### src/rtl/theme_player.sv
// Title-theme sample player: fetches 16-bit words over a req/ack port, decodes
// them to signed PCM at one sample per DIV clocks. Define THEME_LOOP_EN to loop.
module theme_player #(
  parameter int          DIV        = 4800,
  parameter logic [17:0] START_ADDR = 18'h00000,
  parameter logic [17:0] END_ADDR   = 18'h3FFFF
) (
  input  logic        clk_sys,
  input  logic        reset,
  input  logic        start,
  input  logic        stop,
  output logic        playing,
  output logic        theme_rom_req,
  input  logic        theme_rom_ack,
  output logic [17:0] theme_rom_addr,
  input  logic [15:0] theme_rom_dout,
  output logic [15:0] sample_out,
  output logic        sample_strobe,
  output logic [7:0]  underruns,
  output logic [1:0]  dbg_state
);

  localparam int DW = (DIV > 1) ? $clog2(DIV) : 1;
  localparam logic [DW-1:0] DIV_LAST = DW'(DIV - 1);
  localparam logic [DW-1:0] DIV_ONE  = DW'(1);

`ifdef THEME_LOOP_EN
  localparam bit LOOP_EN = 1'b1;
`else
  localparam bit LOOP_EN = 1'b0;
`endif

  typedef enum logic [1:0] {S_IDLE, S_FETCH, S_READY, S_LAST} state_t;

  state_t         state, state_nx;
  logic [DW-1:0]  div_cnt, div_nx;
  logic [12:0]    buf_word, buf_nx;
  logic [17:0]    addr, addr_nx;
  logic [17:0]    rom_addr_nx;
  logic           req_nx, discard, discard_nx;
  logic [15:0]    sample_nx;
  logic           strobe_nx;
  logic [7:0]     underruns_nx;
  logic           tick, ack_live, ack_drop, pending;
  logic           unused_low_bits;

  // Low three bits of each ROM word carry no audio information.
  assign unused_low_bits = ^theme_rom_dout[2:0];

  // ROM port: req rises with addr and both hold until the single-cycle ack, where
  // dout is valid. A started request is always completed; a discarded one is
  // consumed by the discard flag instead of the playback path.
  assign tick     = (state != S_IDLE) && (div_cnt == DIV_LAST);
  assign ack_live = theme_rom_ack && theme_rom_req && !discard;
  assign ack_drop = theme_rom_ack && theme_rom_req && discard;
  assign pending  = theme_rom_req && !theme_rom_ack;

  assign playing   = (state != S_IDLE);
  assign dbg_state = state;

  function automatic logic [15:0] decode(input logic [12:0] em);
    logic signed [16:0] s;
    s = {{7{~em[9]}}, ~em[9], em[8:0]};
    s = s <<< em[12:10];
    s = s >>> 1;
    return s[15:0];
  endfunction

  always_comb begin
    state_nx     = state;
    div_nx       = (state == S_IDLE) ? '0 : (tick ? '0 : div_cnt + DIV_ONE);
    buf_nx       = buf_word;
    addr_nx      = addr;
    rom_addr_nx  = theme_rom_addr;
    req_nx       = theme_rom_req;
    discard_nx   = discard;
    sample_nx    = sample_out;
    strobe_nx    = 1'b0;
    underruns_nx = underruns;

    if (ack_drop) begin
      discard_nx = 1'b0;
      req_nx     = 1'b0;
    end

    case (state)
      S_FETCH: begin
        if (ack_live) begin
          buf_nx = theme_rom_dout[15:3];
          req_nx = 1'b0;
          if (addr == END_ADDR) begin
            state_nx = S_LAST;
          end else begin
            addr_nx  = addr + 18'd1;
            state_nx = S_READY;
          end
        end else if (!theme_rom_req && !discard) begin
          // Re-issue after a discarded fetch has drained.
          req_nx      = 1'b1;
          rom_addr_nx = addr;
        end
        if (tick && (underruns != 8'hFF)) underruns_nx = underruns + 8'd1;
      end
      S_READY, S_LAST: begin
        if (tick) begin
          sample_nx = decode(buf_word);
          strobe_nx = 1'b1;
          if (state == S_READY) begin
            state_nx    = S_FETCH;
            req_nx      = 1'b1;
            rom_addr_nx = addr;
          end else if (LOOP_EN) begin
            state_nx    = S_FETCH;
            addr_nx     = START_ADDR;
            req_nx      = 1'b1;
            rom_addr_nx = START_ADDR;
          end else begin
            state_nx = S_IDLE;
          end
        end
      end
      default: ;
    endcase

    if (stop && !start) begin
      state_nx   = S_IDLE;
      sample_nx  = 16'h0000;
      strobe_nx  = 1'b0;
      req_nx     = pending;
      discard_nx = pending;
    end

    if (start) begin
      state_nx     = S_FETCH;
      addr_nx      = START_ADDR;
      underruns_nx = 8'h00;
      div_nx       = '0;
      sample_nx    = sample_out;
      strobe_nx    = 1'b0;
      req_nx       = 1'b1;
      discard_nx   = pending;
      if (!pending) rom_addr_nx = START_ADDR;
    end
  end

  always_ff @(posedge clk_sys or posedge reset) begin
    if (reset) begin
      state          <= S_IDLE;
      div_cnt        <= '0;
      buf_word       <= '0;
      addr           <= START_ADDR;
      theme_rom_addr <= START_ADDR;
      theme_rom_req  <= 1'b0;
      discard        <= 1'b0;
      sample_out     <= 16'h0000;
      sample_strobe  <= 1'b0;
      underruns      <= 8'h00;
    end else begin
      state          <= state_nx;
      div_cnt        <= div_nx;
      buf_word       <= buf_nx;
      addr           <= addr_nx;
      theme_rom_addr <= rom_addr_nx;
      theme_rom_req  <= req_nx;
      discard        <= discard_nx;
      sample_out     <= sample_nx;
      sample_strobe  <= strobe_nx;
      underruns      <= underruns_nx;
    end
  end

endmodule

### config.mk
export PLATFORM = sky130hd
export DESIGN_NAME = theme_player
export DESIGN_NICKNAME = d
export VERILOG_FILES = /design/src/rtl/theme_player.sv
export SDC_FILE = /design/constraint.sdc
export NUM_CORES = 1
export LEC_CHECK = 0
export BUFFER_PORTS_ARGS = -buffer_cell sky130_fd_sc_hd__buf_2
export CORE_MARGIN = 1.5
export CORE_UTILIZATION = 62
export CTS_CLUSTER_SIZE = 8
export DETAILED_ROUTE_END_ITERATION = 6
export PLACE_DENSITY = 0.86
export SYNTH_ARGS = -nofsm -noshare
export SYNTH_HDL_FRONTEND = slang
export SYNTH_SLANG_ARGS = --single-unit
### constraint.sdc
create_clock -name clk_sys -period 7.04 [get_ports clk_sys]
set_clock_uncertainty 0.2 [all_clocks]
set_input_delay 0.704 -clock clk_sys [delete_from_list [all_inputs] [get_ports clk_sys]]
set_output_delay 0.704 -clock clk_sys [all_outputs]
set_load 0.005 [all_outputs]
-- Yosys cells after proc, flatten, opt, wreduce, memory -nomap -nowiden
Index checks and enable logic that the tools add are counted.
Widths: inputs -> output; s select.
- register bits after elaboration: 91
- latch bits: 0
- memory bits (writable): 0
- memory bits (read-only): 0
- bits of input ports: 21
- output and inout port bits: 47
- word-level logic and storage cells: 94
- memories kept: 0
- $add $sub $neg: 3
- multipliers: 0
- divide/modulo/power cells: 0
- order comparisons: 0
- equal/unequal tests: 9
- shift operators: 1
- mux-type cells: 42
- bitwise gates (word level): 2
- reductions and logical operators: 27
- operators with widths (cell ; count):
    $mux 18 ; 10
    $mux 16 ; 3
    $mux 13 ; 3
    $pmux 18 s2 ; 1
    $mux 8 ; 3
    $add 18x1->18 const B ; 1
    $eq 18x18->1 const B ; 1
    $sshl 10x3->17 ; 1
    $mux 1 ; 16
    $add 13x1->13 const B ; 1
    $eq 13x13->1 const B ; 1
    $reduce_bool 2->1 ; 6
    $reduce_and 3->1 ; 3
    $add 8x1->8 const B ; 1
    $logic_and 1x1->1 ; 8
    $mux 2 ; 4
    $ne 4x4->1 const B ; 2
    $ne 8x8->1 const B ; 1
    $eq 2x2->1 const B ; 2
    $logic_not 1->1 ; 4
    $pmux 2 s2 ; 1
    $reduce_and 2->1 ; 2
    $reduce_bool 4->1 ; 1
    $reduce_bool 3->1 ; 1
    other kinds (6) ; 7

-- Logic depth before layout (Yosys ltp)
Gate-level depths: netlist of run 1.
- depth in word-level cells: 8
- depth in mapped cells: 7
- depth with buffers taken out: 5

-- Worst setup path after synthesis of run 1
OpenSTA, ideal clock, no wires.
- path kind: register to register
- start: register div_cnt[8]
- end: register underruns[4]
- library setup time: 0.078 ns
- arrival time: 2.159 ns
- data required time: 6.762 ns
- slack: 4.603 ns
- cell stages (with the launch flop): 6
- path buffers: 1
- clock period less this slack: 2.437 ns
- path through: dfrtp_1 or4b_4 or4_1 buf_2 or4_1 a21oi_1
- longest elaborated chain between the ends: 5
- RTL lines (element ; RTL line ; text):
    start: declaration ; 36 ; logic [DW-1:0] div_cnt, div_nx;
    start signal: assignment ; 160 ; div_cnt <= div_nx;
    $eq 13x13->1 ; 53 ; assign tick = (state != S_IDLE) && (div_cnt == DIV_LAST);
    $logic_and 1x1->1 ; 53 ;
    $logic_and 1x1->1 ; 102 ; if (tick && (underruns != 8'hFF)) underruns_nx = underruns + 8'd1;
    $reduce_bool 2->1 (no source line) ; -- ;
    $reduce_and 2->1 (no source line) ; -- ;
    end signal: assignment ; 168 ; underruns <= underruns_nx;
    end: declaration ; 19 ; output logic [7:0] underruns,
Every way passes these cells.
A chain may end at the register's enable or synchronous reset.

-- Worst setup path after layout of run 1
Ends and elaborated chain as after synthesis.

==> results.cfg, run 1 <==
[status]
outcome = finished clean

[logic_synthesis]
yosys_warnings = 0
ys_ff_latch = 91
netlist_area_mm2 = 0.00467
synth_edf_count = 0
synth_flop_cell = dfrtp_1
syn_inst = 476
ys_types = 48
async_flop_share_pct = 100
syn_nets = 500
yosysSeqAreaShare_pct = 48.7
synth_area_per_cell_um2 = 9.82

[clock_network]
clock_path_buffers = 2
clkTransAtPathRegs_ns = 0.09
post_cts_buffers = 0
postCtsHoldBufs = 0
clock-root-buffer = clkbuf_8
cts_buffers = 9
cts.sinks = 91
htreeDepth = 3
ctsResizeCount = 0
clk_latency_ns = 0.35
cts_tree = done

[setup_path]
rr_worst_depth = 4
worst_setup_path_end_kind = flip-flop
cp.arrival_ns = 2.86
path_class = flip-flop to flip-flop
r2r_setup_slack_ns = 4.25
critical_path.startpoint_type = flip-flop
startpoint = div_cnt[8]
required_ns = 7.11
rr_endpoint = underruns[4]
r2r_start = div_cnt[8]
cp_max_fo = 17

[power]
power.density_mw_per_mm2 = 214
total_power_mw = 1.11
peakVddDrop_uv = 155
p_leak_nw = 2.49

[detailed_routing]
drt-total-wl_um = 10000
drc = 0
firstDrtPassIters = 5
post_drt_wl_per_cell_um = 15.9
drtIter0Drc = 272
drtAntennaViolNets = 0
vias = 3790
vias_per_cell = 6.03

[placement]
placedCellCount = 613
hpwl_um = 6880
gp_congestion = 0.893
port_buffers = 64

[sta]
rsz0062_at_grt = false
period_minus_slack_ns = 2.79
hold_viol = 0
fmax_ghz = 0.359
max_slew_margin_pct = 28.8
setup_violations = 0
drv_slew = 0
fin_setup_tns_ns = 0
fin_crit_sh_pct = 39.6
worst_slew_pin_slew_ns = 1.06

[cells_and_area]
post-route-util_pct = 71.5
diodes = 0
drive_gt1_share_pct = 19.2
multi_input_area_mm2 = 0.00225
nNetsFinal = 549
n_fill_cell = 574
final_cells = 629
syn_to_final_growth_pct = 11.6
seqCellArea_mm2 = 0.00228

[global_route]
grt_max_degree = 63
grt_overflow = 0
grt_pass1_vias = 3531
grtUsageTotal_pct = 25.0
antenna_found_initial = 0
grt_pass1_wl_um = 16600

[job]
maxCapViolations = 0

[die]
io_pins = 68
start_util_pct = 64.1
die_h_um = 89.8
core_mm2 = 0.00729
die_area_mm2 = 0.00807
die_x_um = 89.8
rows = 31

[min_path]
hp-class = input port to async pin
[metal layers]
metal  share of wire [%]  routed length, µm  vias to the layer above  track usage, %
met2                  50               4970                      121            40.8
met1                  45               4470                     1857            35.3
met3                 4.9                493                       10            3.21
li1                    -                  -                     1802               -
met5                   0                  0                        -               0
met4                0.87                 87                        0            7.67
[worst max-delay path, stage by stage, from the launching register on]
cell     delay, ns
dfrtp_1       0.44
or4b_4        0.56
or4_1         0.77
or4_1         0.59
a21oi_1       0.15
[Yosys cell counts, drive strengths merged (2+ instances only)]
master / instances / area, µm²
dfrtp: 91 / 2280
nand2: 86 / 323
mux2i: 42 / 420
nor2: 29 / 109
clkbuf: 25 / 93.8
a21oi: 17 / 85.1
nand3: 15 / 75.1
nand4: 14 / 87.6
nor2b: 12 / 75.1
mux2: 10 / 113
xor2: 10 / 87.6
o21ai: 9 / 45.0
o2bb2ai: 9 / 78.8
inv: 8 / 30.0
a211oi: 7 / 52.6
a22o: 7 / 61.3
nor3: 7 / 40.0
or4: 7 / 52.6
and2: 6 / 37.5
and3: 6 / 37.5
nor4: 6 / 37.5
o31ai: 6 / 45.0
and4: 5 / 43.8
buf: 5 / 22.5
o311ai: 4 / 35.0
ha: 3 / 37.5
nand2b: 3 / 18.8
o41ai: 3 / 26.3
or3: 3 / 18.8
mux4: 2 / 45.0
nand3b: 2 / 15.0
nor3b: 2 / 15.0
o2111ai: 2 / 17.5
or2: 2 / 12.5
[per-stage QoR]
stage	setup slack, ns	instance area, µm²	hold WS (ns)
floorplan	3.77	4670	0.267
global placement	4.22	5040	0.268
detailed placement	4.15	5040	0.270
CTS	4.28	5220	0.168
global route	4.10	5220	0.194
finish	4.25	5220	0.164
[where the power goes]
part / total, mW / switching (mW) / internal, mW
logic: 0.192 / 0.106 / 0.0858
clock network: 0.319 / 0.180 / 0.139
registers: 0.604 / 0.0551 / 0.549
total: 1.11 / 0.341 / 0.773
[how the worst max path moves through the flow]
stage | to | slack [ns] | cells after the start
5_1_grt | underruns[4] | 4.10 | 4
3_3_place_gp | sample_out[12] | 4.22 | 4
6_report | underruns[4] | 4.25 | 4
4_1_cts | underruns[4] | 4.28 | 4
3_5_place_dp | sample_out[1] | 4.15 | 4
2_1_floorplan | addr[0] | 3.77 | 1
[kinds of logic after synthesis]
kind of cell             after synthesis  synth area share [%]
AO/OA/AOI/OAI                         70                  10.6
XOR/XNOR                              11                  2.06
adder cells (fa/ha/maj)                3                 0.803
buffers and inverters                 38                  3.13
flip-flops                            91                  48.7
multiplexers                          54                  12.4
AND/OR/NAND/NOR                      209                  22.3
[flip-flops by register name, summed over array words and instances, names as in the netlist]
signal / flops
addr: 18
buf_word: 13
dbg_state: 2
discard: 1
div_cnt: 13
sample_out: 16
sample_strobe: 1
theme_rom_addr: 18
theme_rom_req: 1
underruns: 8
[cell usage in the layout (no fill, tap or decap), drive strengths merged, types with 3 or more instances in the layout]
cell / netlist / routed
a211oi: 7 / 7
a21oi: 17 / 17
a22o: 7 / 7
and2: 6 / 6
and3: 6 / 6
and4: 5 / 5
buf: 5 / 68
clkbuf: 25 / 11
clkinvlp: 0 / 4
dfrtp: 91 / 91
ha: 3 / 3
inv: 8 / 7
mux2: 10 / 10
mux2i: 42 / 42
nand2: 86 / 86
nand2b: 3 / 3
nand3: 15 / 15
nand4: 14 / 14
nor2: 29 / 29
nor2b: 12 / 12
nor3: 7 / 7
nor4: 6 / 6
o21ai: 9 / 9
o2bb2ai: 9 / 9
o311ai: 4 / 4
o31ai: 6 / 6
o41ai: 3 / 3
or3: 3 / 3
or4: 7 / 7
xor2: 10 / 10
[final cells by class]
type	count	share of cell area (%)
clock buffer	11	2.71
timing repair buffer	68	6.72
tap	99	2.37
multi-input combinational	347	43.2
clock inverter	5	0.744
inverter	8	0.600
sequential	91	43.7
Note: power is estimated with default switching activity, not from simulation.
==> run 2, diff against run 1 <==
--- a/config.mk
+++ b/config.mk
@@ -5,12 +5,13 @@
 export SDC_FILE = /design/constraint.sdc
 export NUM_CORES = 1
 export LEC_CHECK = 0
+export ABC_AREA = 1
 export BUFFER_PORTS_ARGS = -buffer_cell sky130_fd_sc_hd__buf_2
 export CORE_MARGIN = 1.5
-export CORE_UTILIZATION = 62
+export CORE_UTILIZATION = 52
 export CTS_CLUSTER_SIZE = 8
 export DETAILED_ROUTE_END_ITERATION = 6
-export PLACE_DENSITY = 0.86
+export PLACE_DENSITY = 0.76
 export SYNTH_ARGS = -nofsm -noshare
 export SYNTH_HDL_FRONTEND = slang
 export SYNTH_SLANG_ARGS = --single-unit
==> constraint.sdc (replaced) <==
create_clock -name clk_sys -period 2.4 [get_ports clk_sys]
set_clock_uncertainty 0.2 [all_clocks]
set_input_delay 0.24 -clock clk_sys [delete_from_list [all_inputs] [get_ports clk_sys]]
set_output_delay 0.24 -clock clk_sys [all_outputs]
set_load 0.005 [all_outputs]
==> run 2 against run 1 <==
Net effect: critical path depth increased by 4; total power increased to 3.3 times the previous value; synthesized area increased by 3.7%; critical path type unchanged; critical endpoint is now sample_out[13]; largest cell class unchanged; largest power group unchanged.
==> results.cfg, run 2 <==
[status]
outcome = finished clean

[logic_synthesis]
syn_nets = 665
synth_flop_cell = dfrtp_1
async_flop_share_pct = 100
yosysMostFrequentCell = nand2_1
ys_types = 35
synth.area.top_cells = dfrtp_1, nand2_1, nor2_1, nand3_1, o21ai_0
yosys_warnings = 0
synth_area_per_cell_um2 = 7.56
netlist.area_leader.share_pct = 47.0
yosysTopAreaCell = dfrtp_1
ys_ff_latch = 91
netlist_area_mm2 = 0.00484
yosys-top-cells-count = nand2_1, dfrtp_1, nor2_1
synth_edf_count = 0
yosysSeqAreaShare_pct = 47.0
syn_inst = 641

[die]
core_mm2 = 0.00915
die_h_um = 99.5
die_x_um = 99.5
rows = 35
die_area_mm2 = 0.00990
start_util_pct = 52.9
io_pins = 68

[global_route]
grt_overflow = 0
antenna_found_initial = 0
grt_max_degree = 48
grtUsageTotal_pct = 23.1
grt_pass1_vias = 4227
grt_pass1_wl_um = 18800

[setup_path]
rr_worst_depth = 8
cp_max_fo = 20
r2r_setup_slack_ns = 0.28
required_ns = 2.44
cp_cell_sequence = ha_1, nand3_2, nor3_4, nand3_2, nand2_1, nand2_2, nand2_1, o21ai_2
r2r_start = div_cnt[0]
rr_endpoint = sample_out[13]
slowest_stage = dfrtp_1
path_class = flip-flop to flip-flop
cp.arrival_ns = 2.16
crit_path_end = sample_out[13]
max_stage_delay_ns = 0.43
critical_path.startpoint_type = flip-flop
worst_setup_path_end_kind = flip-flop
startpoint = div_cnt[0]

[power]
p_leak_nw = 2.82
power.density_mw_per_mm2 = 658
peakVddDrop_uv = 285

[cells_and_area]
syn_to_final_growth_pct = 14.7
layout_common_cells = nand2_1, dfrtp_1, nor2_1
layout_commonest_cell = nand2_1
nNetsFinal = 739
top_regs = addr (18), theme_rom_addr (18), sample_out (16)
drive_gt1_share_pct = 17.6
diodes = 0
design_area_mm2 = 0.00556

[sta]
hold_viol = 0
worst_slack_ns = 0.278
rsz0062_at_grt = false
holdWs_ns = 0.0236
fin_crit_sh_pct = 88.4
drv_slew = 0
max_slew_margin_pct = 63.7
period_minus_slack_ns = 2.12
fmax_ghz = 0.471
fin_setup_tns_ns = 0
setup_violations = 0
worst_slew_pin_slew_ns = 0.542

[detailed_routing]
vias = 4416
drtAntennaViolNets = 0
drt-total-wl_um = 10700
post_drt_wl_per_cell_um = 12.8
vias_per_cell = 5.31
firstDrtPassIters = 5
drc = 0
drtIter0Drc = 237

[clock_network]
htreeDepth = 3
cts_tree = done
clock_path_buffers = 2
clock-root-buffer = clkbuf_8
post_cts_buffers = 0
clk_latency_ns = 0.36
clkTransAtPathRegs_ns = 0.09
cts.sinks = 91
cts_buffers = 9

[min_path]
hold_path_startpoint = theme_rom_ack
hp-class = input port to flip-flop

[placement]
place_ws_ns = 0.280
port_buffers = 64
hpwl_um = 7590
dpl_cell_area_mm2 = 0.00522
gp_congestion = 0.857

[job]
maxCapViolations = 0
-- run 2: changes by cell type after synthesis, moves of 9 or more --
cell / delta
o2bb2ai_1: -9
o21ai_0: +38
nor2_1: +55
nor2_2: +14
mux2i_1: -42
clkbuf_1: -19
nand2_1: +119
mux2_2: -10
nand3_1: +34
inv_1: +37
or2_2: +9
a21oi_1: -12
nor2b_1: -12
-- run 2: what timing repair did --
item / 4_1_cts / 5_1_grt
hold buffers: 15 / 0
resized for setup: 0 / 0
endpoints found under the hold margin: 34 / 0
-- run 2: power by group --
group          switching (mW)  internal (mW)  total, mW
Combinational           0.521          0.318      0.839
Sequential              0.152           1.68       1.83
Clock                   0.549          0.435      0.984
-- run 2: worst min path at each step --
| stage | slack (ns) | to | cells after the start |
|---|---|---|---|
| 2_1_floorplan | 0.16 | buf_word[1] | 2 |
| 3_3_place_gp | 0.08 | sample_out[14] | 2 |
| 3_5_place_dp | 0.11 | sample_out[2] | 2 |
| 4_1_cts | 0.009 | discard | 3 |
| 5_1_grt | 0.06 | discard | 3 |
| 6_report | 0.02 | discard | 3 |
-- run 2: logic make-up after synthesis --
group / synth area share [%]
flip-flops: 47.0
buffers and inverters: 6.48
XOR/XNOR: 1.45
adder cells (fa/ha/maj): 0.775
AND/OR/NAND/NOR: 36.4
AO/OA/AOI/OAI: 7.93
-- run 2: metal layers --
metal  GRT usage (%)  up-vias  part of all wire [%]  routed length [µm]
met3            2.88       20                   4.6                 485
met2            39.8      126                    49                5240
li1                -     2198                     -                   -
met1            30.2     2072                    45                4750
met4            7.80        0                   1.7                 181
met5               0        -                     0                   0
-- run 2: area by class of cell --
cell class                      count  area, µm²
Tap cell                          111        139
Multi-Input combinational cell    482       2250
Clock inverter                      5       35.0
Fill cell                         807       3590
Inverter                           47        183
Sequential cell                    91       2280
Clock buffer                       11        151
Timing Repair Buffer               84        520
-- run 2: worst max-delay path: cells and delay by family, from the launching register on --
kind,cells,cell delay (ns)
compound gates,1,0.06
fa+ha+maj,1,0.23
flops,1,0.43
simple gates,6,1.09
-- run 2: per-stage QoR --
stage | power [mW] | cells | utilization, %
6_report | 3.66 | 831 | 60.7
5_1_grt | 3.90 | 831 | 60.7
4_1_cts | 3.67 | 831 | 60.7
3_5_place_dp | 2.68 | 800 | 57.1
3_3_place_gp | 2.64 | 800 | 57.1
2_1_floorplan | 2.45 | 641 | -
